===== config.mk =====
export PLATFORM = sky130hd
export DESIGN_NAME = pipe_stage_reg
export DESIGN_NICKNAME = d
export VERILOG_FILES = /design/src/rtl/pipe_stage_reg.sv
export SDC_FILE = /design/constraint.sdc
export NUM_CORES = 1
export LEC_CHECK = 0
export CORE_AREA = 2 2 243 245
export CTS_BUF_LIST = sky130_fd_sc_hd__clkbuf_8
export DETAILED_ROUTE_END_ITERATION = 12
export DIE_AREA = 0 0 245 247
export MAX_ROUTING_LAYER = met4
export PLACE_DENSITY_LB_ADDON = 0.12
export SYNTH_ARGS = -nofsm -noshare
export SYNTH_HDL_FRONTEND = slang
export SYNTH_SLANG_ARGS = --single-unit

===== constraint.sdc =====
create_clock -name clk -period 2.4 [get_ports clk]
set_input_delay 0.48 -clock clk [delete_from_list [all_inputs] [get_ports clk]]
set_output_delay 0.48 -clock clk [all_outputs]
set_load 0.05 [all_outputs]

===== src/rtl/pipe_stage_reg.sv =====
// Parametrised inter-stage pipeline register with DEPTH slots, per-slot valid,
// a side-channel clear mask, saturating bubble/flush counters and a sticky stall-protocol flag.
module pipe_stage_reg #(
  parameter int                 DATA_W        = 160,
  parameter int                 SIDE_W        = 134,
  parameter int                 DEPTH         = 1,
  parameter logic [SIDE_W-1:0]  SIDE_CLR_MASK = {SIDE_W{1'b0}},
  parameter int                 CNT_W         = 16
) (
  input  logic              clk,
  input  logic              rst,
  input  logic              stall_up,
  input  logic              stall_dn,
  input  logic              flush,
  input  logic              in_valid,
  input  logic [DATA_W-1:0] in_data,
  input  logic [SIDE_W-1:0] in_side,
  output logic              out_valid,
  output logic [DATA_W-1:0] out_data,
  output logic [SIDE_W-1:0] out_side,
  output logic [CNT_W-1:0]  bubble_cnt,
  output logic [CNT_W-1:0]  flush_cnt,
  output logic              proto_err
);

  typedef enum logic [1:0] {
    ACT_FLUSH,
    ACT_HOLD,
    ACT_BUBBLE,
    ACT_ADVANCE
  } action_e;

  action_e           action;
  logic              valid_q [DEPTH];
  logic [DATA_W-1:0] data_q  [DEPTH];
  logic [SIDE_W-1:0] side_q  [DEPTH];

  // Exactly one action per edge; flush outranks any stall.
  always_comb begin
    // NOTE: assign a default first so every path drives the signal and no latch is inferred.
    action = ACT_ADVANCE;
    if (flush)         action = ACT_FLUSH;
    else if (stall_dn) action = ACT_HOLD;
    else if (stall_up) action = ACT_BUBBLE;
  end

  // NOTE: the slot array is reset explicitly because a flushed or reset stage must
  // present zero payload, not whatever the previous instruction left behind.
  always_ff @(posedge clk or negedge rst) begin
    if (!rst) begin
      for (int i = 0; i < DEPTH; i++) begin
        // NOTE: non-blocking assignments keep every slot update parallel on the edge.
        valid_q[i] <= 1'b0;
        data_q[i]  <= '0;
        side_q[i]  <= '0;
      end
    end else begin
      case (action)
        ACT_FLUSH: begin
          for (int i = 0; i < DEPTH; i++) begin
            valid_q[i] <= 1'b0;
            data_q[i]  <= '0;
            side_q[i]  <= '0;
          end
        end
        ACT_HOLD: ;
        ACT_BUBBLE, ACT_ADVANCE: begin
          for (int i = 1; i < DEPTH; i++) begin
            valid_q[i] <= valid_q[i-1];
            data_q[i]  <= data_q[i-1];
            side_q[i]  <= side_q[i-1];
          end
          if (action == ACT_BUBBLE) begin
            // Multi-cycle ops keep their temporaries across a bubble.
            valid_q[0] <= 1'b0;
            data_q[0]  <= '0;
            side_q[0]  <= in_side;
          end else begin
            valid_q[0] <= in_valid;
            data_q[0]  <= in_data;
            side_q[0]  <= in_side & ~SIDE_CLR_MASK;
          end
        end
        default: ;
      endcase
    end
  end

  always_ff @(posedge clk or negedge rst) begin
    if (!rst) begin
      bubble_cnt <= '0;
      flush_cnt  <= '0;
      proto_err  <= 1'b0;
    end else begin
      if (action == ACT_BUBBLE && bubble_cnt != {CNT_W{1'b1}})
        bubble_cnt <= bubble_cnt + CNT_W'(1);
      if (action == ACT_FLUSH && flush_cnt != {CNT_W{1'b1}})
        flush_cnt <= flush_cnt + CNT_W'(1);
      // A downstream stall without the upstream one breaks the monotonic stall vector.
      if (action == ACT_HOLD && !stall_up)
        proto_err <= 1'b1;
    end
  end

  assign out_valid = valid_q[DEPTH-1];
  assign out_data  = data_q[DEPTH-1];
  assign out_side  = side_q[DEPTH-1];

endmodule

==> impl_metrics.env, run 1 <==
export IMPL_status="completed"
export IMPL_synthDistinctLibCells=35
export IMPL_drt_first_iter_violations=420
export IMPL_whs_endpoint="flush_cnt[0]"
export IMPL_syn_to_final_growth_pct=69.4
export IMPL_cp_top_family="buffers and inverters"
export IMPL_synth_common_cells="dfrtp_1 (328), a22o_1 (161), nor2_1 (145)"
export IMPL_cp_depth=1
export IMPL_design_portCount=628
export IMPL_cp_data_arrival_time_ns=1.84
export IMPL_worstPathCellList="clkdlybuf4s50_1"
export IMPL_routabilityCongestion=0.787
export IMPL_core_area_mm2=0.0582
export IMPL_yosysTopAreaCell="dfrtp_1"
export IMPL_cts_setup_buffers=0
export IMPL_netlist_area_mm2=0.0125
export IMPL_die_w_um=245
export IMPL_nets=1909
export IMPL_synth_edff_count=0
export IMPL_rsz0062_at_grt="no"
export IMPL_ff2ff_setup_slack_ns=0.60
export IMPL_final_hold_viol_count=0
export IMPL_fin_setup_tns_ns=0
export IMPL_ys_seq_elements=328
export IMPL_drc=0
export IMPL_critPathLaunch="out_data[93]"
export IMPL_worstPathRequired_ns=1.92
export IMPL_cts_made_buffers=67
export IMPL_drtPass1Iterations=4
export IMPL_dieArea_mm2=0.0605
export IMPL_place_hpwl_um=35200
export IMPL_port_buffers=627
export IMPL_critPathLaunchType="flip-flop"
export IMPL_grt_first_pass_wirelength_um=70700
export IMPL_max_stage_delay_ns=0.86
export IMPL_min_period_ns=2.32
export IMPL_synthArstFlopShare=1.00
export IMPL_ff2ff_path_depth=6
export IMPL_insertion_delay_ns=0.61
export IMPL_synthCells=940
export IMPL_antenna_found_initial=8
export IMPL_crit_buf_inv=1
export IMPL_grt_usage=0.161
export IMPL_period_share=0.966
export IMPL_worstReg2RegStart="bubble_cnt[0]"
export IMPL_tightestPinTransition_ns=0.844
export IMPL_drt_wl_total_um=48400
export IMPL_routedWlPerCell_um=19.9
export IMPL_clk_pin_slew_ns=0.06
export IMPL_route_vias_total=10200
export IMPL_row_count=89
export IMPL_ir_drop_v=0.000314
export IMPL_endpoint_kind="output pin"
export IMPL_h_tree_depth=3
export IMPL_skew_ns=0.0117
export IMPL_grt_pass1_vias=11000
export IMPL_die_h_um=247
export IMPL_powerDensity_mw_per_mm2=713
export IMPL_slew_headroom=0.437
export IMPL_vias_per_cell=4.21
export IMPL_cts_root_buffer="clkbuf_8"
export IMPL_ant_nets=0
export IMPL_drive_above_1_share=0.0885
export IMPL_path_class="reg2out"
export IMPL_ys_seq_area_frac=0.655
export IMPL_p_leak_nw=9.96
export IMPL_maxCapViolCount=0
export IMPL_syn_num_nets=1242
export IMPL_setup_viol=0
export IMPL_clock_sinks=328
export IMPL_synth_area_leaders="dfrtp_1 (65%), a22o_1 (11%), mux2i_1 (11%)"
export IMPL_utilization=0.365
export IMPL_synthFlopType="dfrtp_1"
export IMPL_min_path_cells=3
export IMPL_cp_slowest_cell="clkdlybuf4s50_1"
export IMPL_syn_avg_cell_area_um2=13.3
export IMPL_grt_max_degree=80
export IMPL_yosysWarnings=0
export IMPL_grt_overflow=0
export IMPL_critPathMaxFanout=2
export IMPL_slew_violations=0
export IMPL_initial_utilization=0.215
export IMPL_min_path_type="in2reg"
export IMPL_yosys_area_top_type_share=0.655
export IMPL_min_from="flush"
export IMPL_clock_path_buffers=3
export IMPL_r2r_end="bubble_cnt[9]"
export IMPL_synth_most_common_cell="dfrtp_1"
export IMPL_cts_tree="yes"
export IMPL_max_freq_mhz=432
[state kept, by name (all words and copies together) (netlist names)]
signal and flops:
proto_err 1, flush_cnt 16, out_valid 1, bubble_cnt 16, out_side 134, out_data 160
[cells by family after synthesis]
family | after synthesis | synth area share
XOR/XNOR | 25 | 0.0175
buffers and inverters | 70 | 0.0228
adder cells (fa/ha/maj) | 2 | 0.00200
AND/OR/NAND/NOR | 208 | 0.0763
AO/OA/AOI/OAI | 170 | 0.117
flip-flops | 328 | 0.655
multiplexers | 137 | 0.110
[report_power, final]
group | total, mW | internal [mW] | leakage [nW] | switching (mW)
combinational | 3.25 | 1.25 | 4.81 | 2.00
sequential | 6.15 | 5.87 | 4.40 | 0.283
clock | 5.74 | 3.24 | 0.745 | 2.50
total | 15.1 | 10.4 | 9.96 | 4.78
[metrics by stage]
stage / hold WS [ns] / cell area, um2 / instances / setup WS (ns) / power (mW)
6_report: 0.248 / 21200 / 2431 / 0.0826 / 15.1
5_1_grt: 0.217 / 21200 / 2431 / 0.00334 / 15.9
4_1_cts: 0.162 / 21200 / 2423 / 0.000248 / 15.5
3_5_place_dp: 0.471 / 19900 / 2310 / 0.0579 / 9.60
3_3_place_gp: 0.444 / 19900 / 2310 / 0.0493 / 9.59
2_1_floorplan: 0.184 / 12500 / 940 / 0.301 / 7.94
[final cells by class]
class,instances,area (um2)
diodes,8,20.0
flip-flops and latches,328,8210
fillers,5858,37000
inverters,3,11.3
clock inverters,24,103
clock buffers,88,1210
multi-input cells,542,4050
well taps,773,967
repair buffers,665,6660
[per-layer routing]
layer | global-route usage | share of wire | vias to the layer above
met5 | - | 0 | -
met4 | 0.0626 | 0.028 | 0
met3 | 0.0730 | 0.11 | 81
met2 | 0.258 | 0.48 | 455
met1 | 0.173 | 0.38 | 4991
li1 | - | - | 4715
[cell usage in the layout (no fill, tap or decap), types with 5 or more instances in the layout]
cell,netlist,routed
a22o_1,161,161
mux2i_1,135,135
buf_12,0,12
inv_1,3,21
and4_1,6,6
nand2_1,9,9
nand4_1,11,11
dfrtp_1,328,328
dlymetal6s2s_1,0,6
nor2_1,145,145
dlygate4sd2_1,0,55
xnor2_1,11,11
clkdlybuf4s50_1,0,559
xor2_1,14,14
clkbuf_8,0,89
a21oi_1,5,5
and3_1,8,8
nand3_1,9,9
buf_4,0,30
diode_2,0,8
[how the worst max path moves through the flow]
stage                          end
floorplan            bubble_cnt[1]
global placement    bubble_cnt[15]
detailed placement  bubble_cnt[13]
CTS                   out_side[95]
global route         out_side[127]
finish                out_data[93]
[what timing repair did]
action                                  4_1_cts  5_1_grt
hold buffers                                  1        0
endpoints found under the hold margin        53        0
gates resized for setup                      55        6
endpoints found under the setup margin       55        6
Power figures use the tool's default switching activity.
==> run 2, diff against run 1 <==
- CORE_AREA: 2 2 243 245 -> 2 2 247 249
- DIE_AREA: 0 0 245 247 -> 0 0 249 251
==> impl_metrics.env, run 2 (synthesized netlist as in run 1, its figures left out) <==
export IMPL_ir_drop_v=0.000355
export IMPL_tightestPinTransition_ns=1.01
export IMPL_endpoint_kind="output pin"
export IMPL_powerDensity_mw_per_mm2=699
export IMPL_cts_root_buffer="clkbuf_8"
export IMPL_cts_made_buffers=61
export IMPL_port_buffers=627
export IMPL_drtPass1Iterations=4
export IMPL_final_cell_count_no_fill=2425
export IMPL_min_period_ns=2.31
export IMPL_p_leak_nw=10.2
export IMPL_grt_pass1_vias=10900
export IMPL_critPathLaunch="out_data[126]"
export IMPL_insertion_delay_ns=0.63
export IMPL_worstPathRequired_ns=1.92
export IMPL_routabilityCongestion=0.779
export IMPL_drt_wl_total_um=47300
export IMPL_clock_sinks=328
export IMPL_cp_top_family="buffers and inverters"
export IMPL_rsz0062_at_grt="no"
export IMPL_fin_hold_ws_ns=0.205
export IMPL_dieArea_mm2=0.0625
export IMPL_clk_pin_slew_ns=0.06
export IMPL_min_path_type="in2reg"
export IMPL_drc=0
export IMPL_regArea_mm2=0.00821
export IMPL_cp_data_arrival_time_ns=1.83
export IMPL_path_class="reg2out"
export IMPL_route_vias_total=10100
export IMPL_ant_nets=0
export IMPL_largest_reg_flops=160
export IMPL_setup_viol=0
export IMPL_row_count=90
export IMPL_grt_usage=0.152
export IMPL_slew_headroom=0.326
export IMPL_multiInputGateArea_mm2=0.00405
export IMPL_final_hold_viol_count=0
export IMPL_drt_first_iter_violations=380
export IMPL_design_area_mm2=0.0211
export IMPL_max_stage_delay_ns=0.84
export IMPL_grt_max_degree=134
export IMPL_critPathMaxFanout=2
export IMPL_antenna_found_initial=7
export IMPL_fin_setup_tns_ns=0
export IMPL_place_hpwl_um=34200
export IMPL_design_portCount=628
export IMPL_core_area_mm2=0.0598
export IMPL_slew_violations=0
export IMPL_h_tree_depth=2
export IMPL_vias_per_cell=4.17
export IMPL_cp_slowest_cell="clkdlybuf4s50_1"
export IMPL_placed_area_mm2=0.0199
export IMPL_critPathLaunchType="flip-flop"
export IMPL_grt_overflow=0
export IMPL_clock_path_buffers=3
export IMPL_dpl_cell_count=2308
export IMPL_max_freq_mhz=432
export IMPL_grt_first_pass_wirelength_um=70600
export IMPL_die_w_um=249
export IMPL_cts_tree="yes"
export IMPL_min_from="stall_dn"
export IMPL_crit_buf_inv=1
export IMPL_maxCapViolCount=0
export IMPL_fillers=6047
export IMPL_routedWlPerCell_um=19.5
export IMPL_syn_to_final_growth_pct=68.4
export IMPL_period_share=0.964
export IMPL_drive_above_1_share=0.0770
export IMPL_final_cell_mix="clkdlybuf4s50_1 (535), dfrtp_1 (328), a22o_1 (161)"
export IMPL_skew_ns=0.0123
export IMPL_status="completed"
export IMPL_worstReg2RegStart="flush_cnt[0]"
export IMPL_nets=1892
export IMPL_final_common_cell="clkdlybuf4s50_1"
export IMPL_initial_utilization=0.210
export IMPL_die_h_um=251
export IMPL_worstPathCellList="clkdlybuf4s50_1"
## run 2: final timing paths
kind                            endpoint  slack [ns]  depth (start not counted)
setup / recovery           out_data[126]        0.09                          1
hold / removal              out_side[31]        0.20                          3
setup reg to reg           flush_cnt[11]        0.59                          5
hold reg to reg                proto_err        0.46                          1
max in group asynchronous    out_data[0]        1.21                          3
min in group asynchronous  out_side[130]        0.40                          2
## run 2: area by class of cell
| type | instances | area share |
|---|---|---|
| flip-flops and latches | 328 | 0.389 |
| clock inverters | 31 | 0.00765 |
| well taps | 782 | 0.0463 |
| inverters | 3 | 0.000533 |
| clock buffers | 78 | 0.0509 |
| repair buffers | 654 | 0.313 |
| multi-input cells | 542 | 0.192 |
| diodes | 7 | 0.000830 |
## run 2: timing repair
action | CTS | global route
resized for setup | 66 | 22
setup endpoints to repair | 66 | 22
pin swaps | 0 | 0
setup buffers | 0 | 0
hold buffers | 1 | 0
cloned | 0 | 0
endpoints found under the hold margin | 46 | 0
## run 2: worst reg2reg max path: cells and delay by family (launching register included)
family | cells | cell delay (ns)
and+or+nand+nor | 3 | 0.88
xor gates and xnor gates | 1 | 0.18
adders and majority gates | 1 | 0.26
DFF | 1 | 0.42
## run 2: per-layer routing
metal,GRT usage,vias up,part of all wire
met3,0.0637,68,0.097
met5,-,-,0
li1,-,4691,-
met2,0.247,416,0.48
met1,0.171,4945,0.40
met4,0.0442,0,0.021
## run 2: report_power, final
part	switching [mW]	internal, mW
clock network	2.42	3.00
registers	0.272	5.86
logic	1.98	1.23
## run 2: metrics by stage
stage          worst slack [ns]  total power [mW]  utilization
6_report                 0.0869              14.8        0.353
5_1_grt                0.000146              15.5        0.353
4_1_cts                0.000208              15.1        0.352
3_5_place_dp             0.0339              9.58        0.332
3_3_place_gp             0.0293              9.57        0.332
2_1_floorplan             0.301              7.94            -
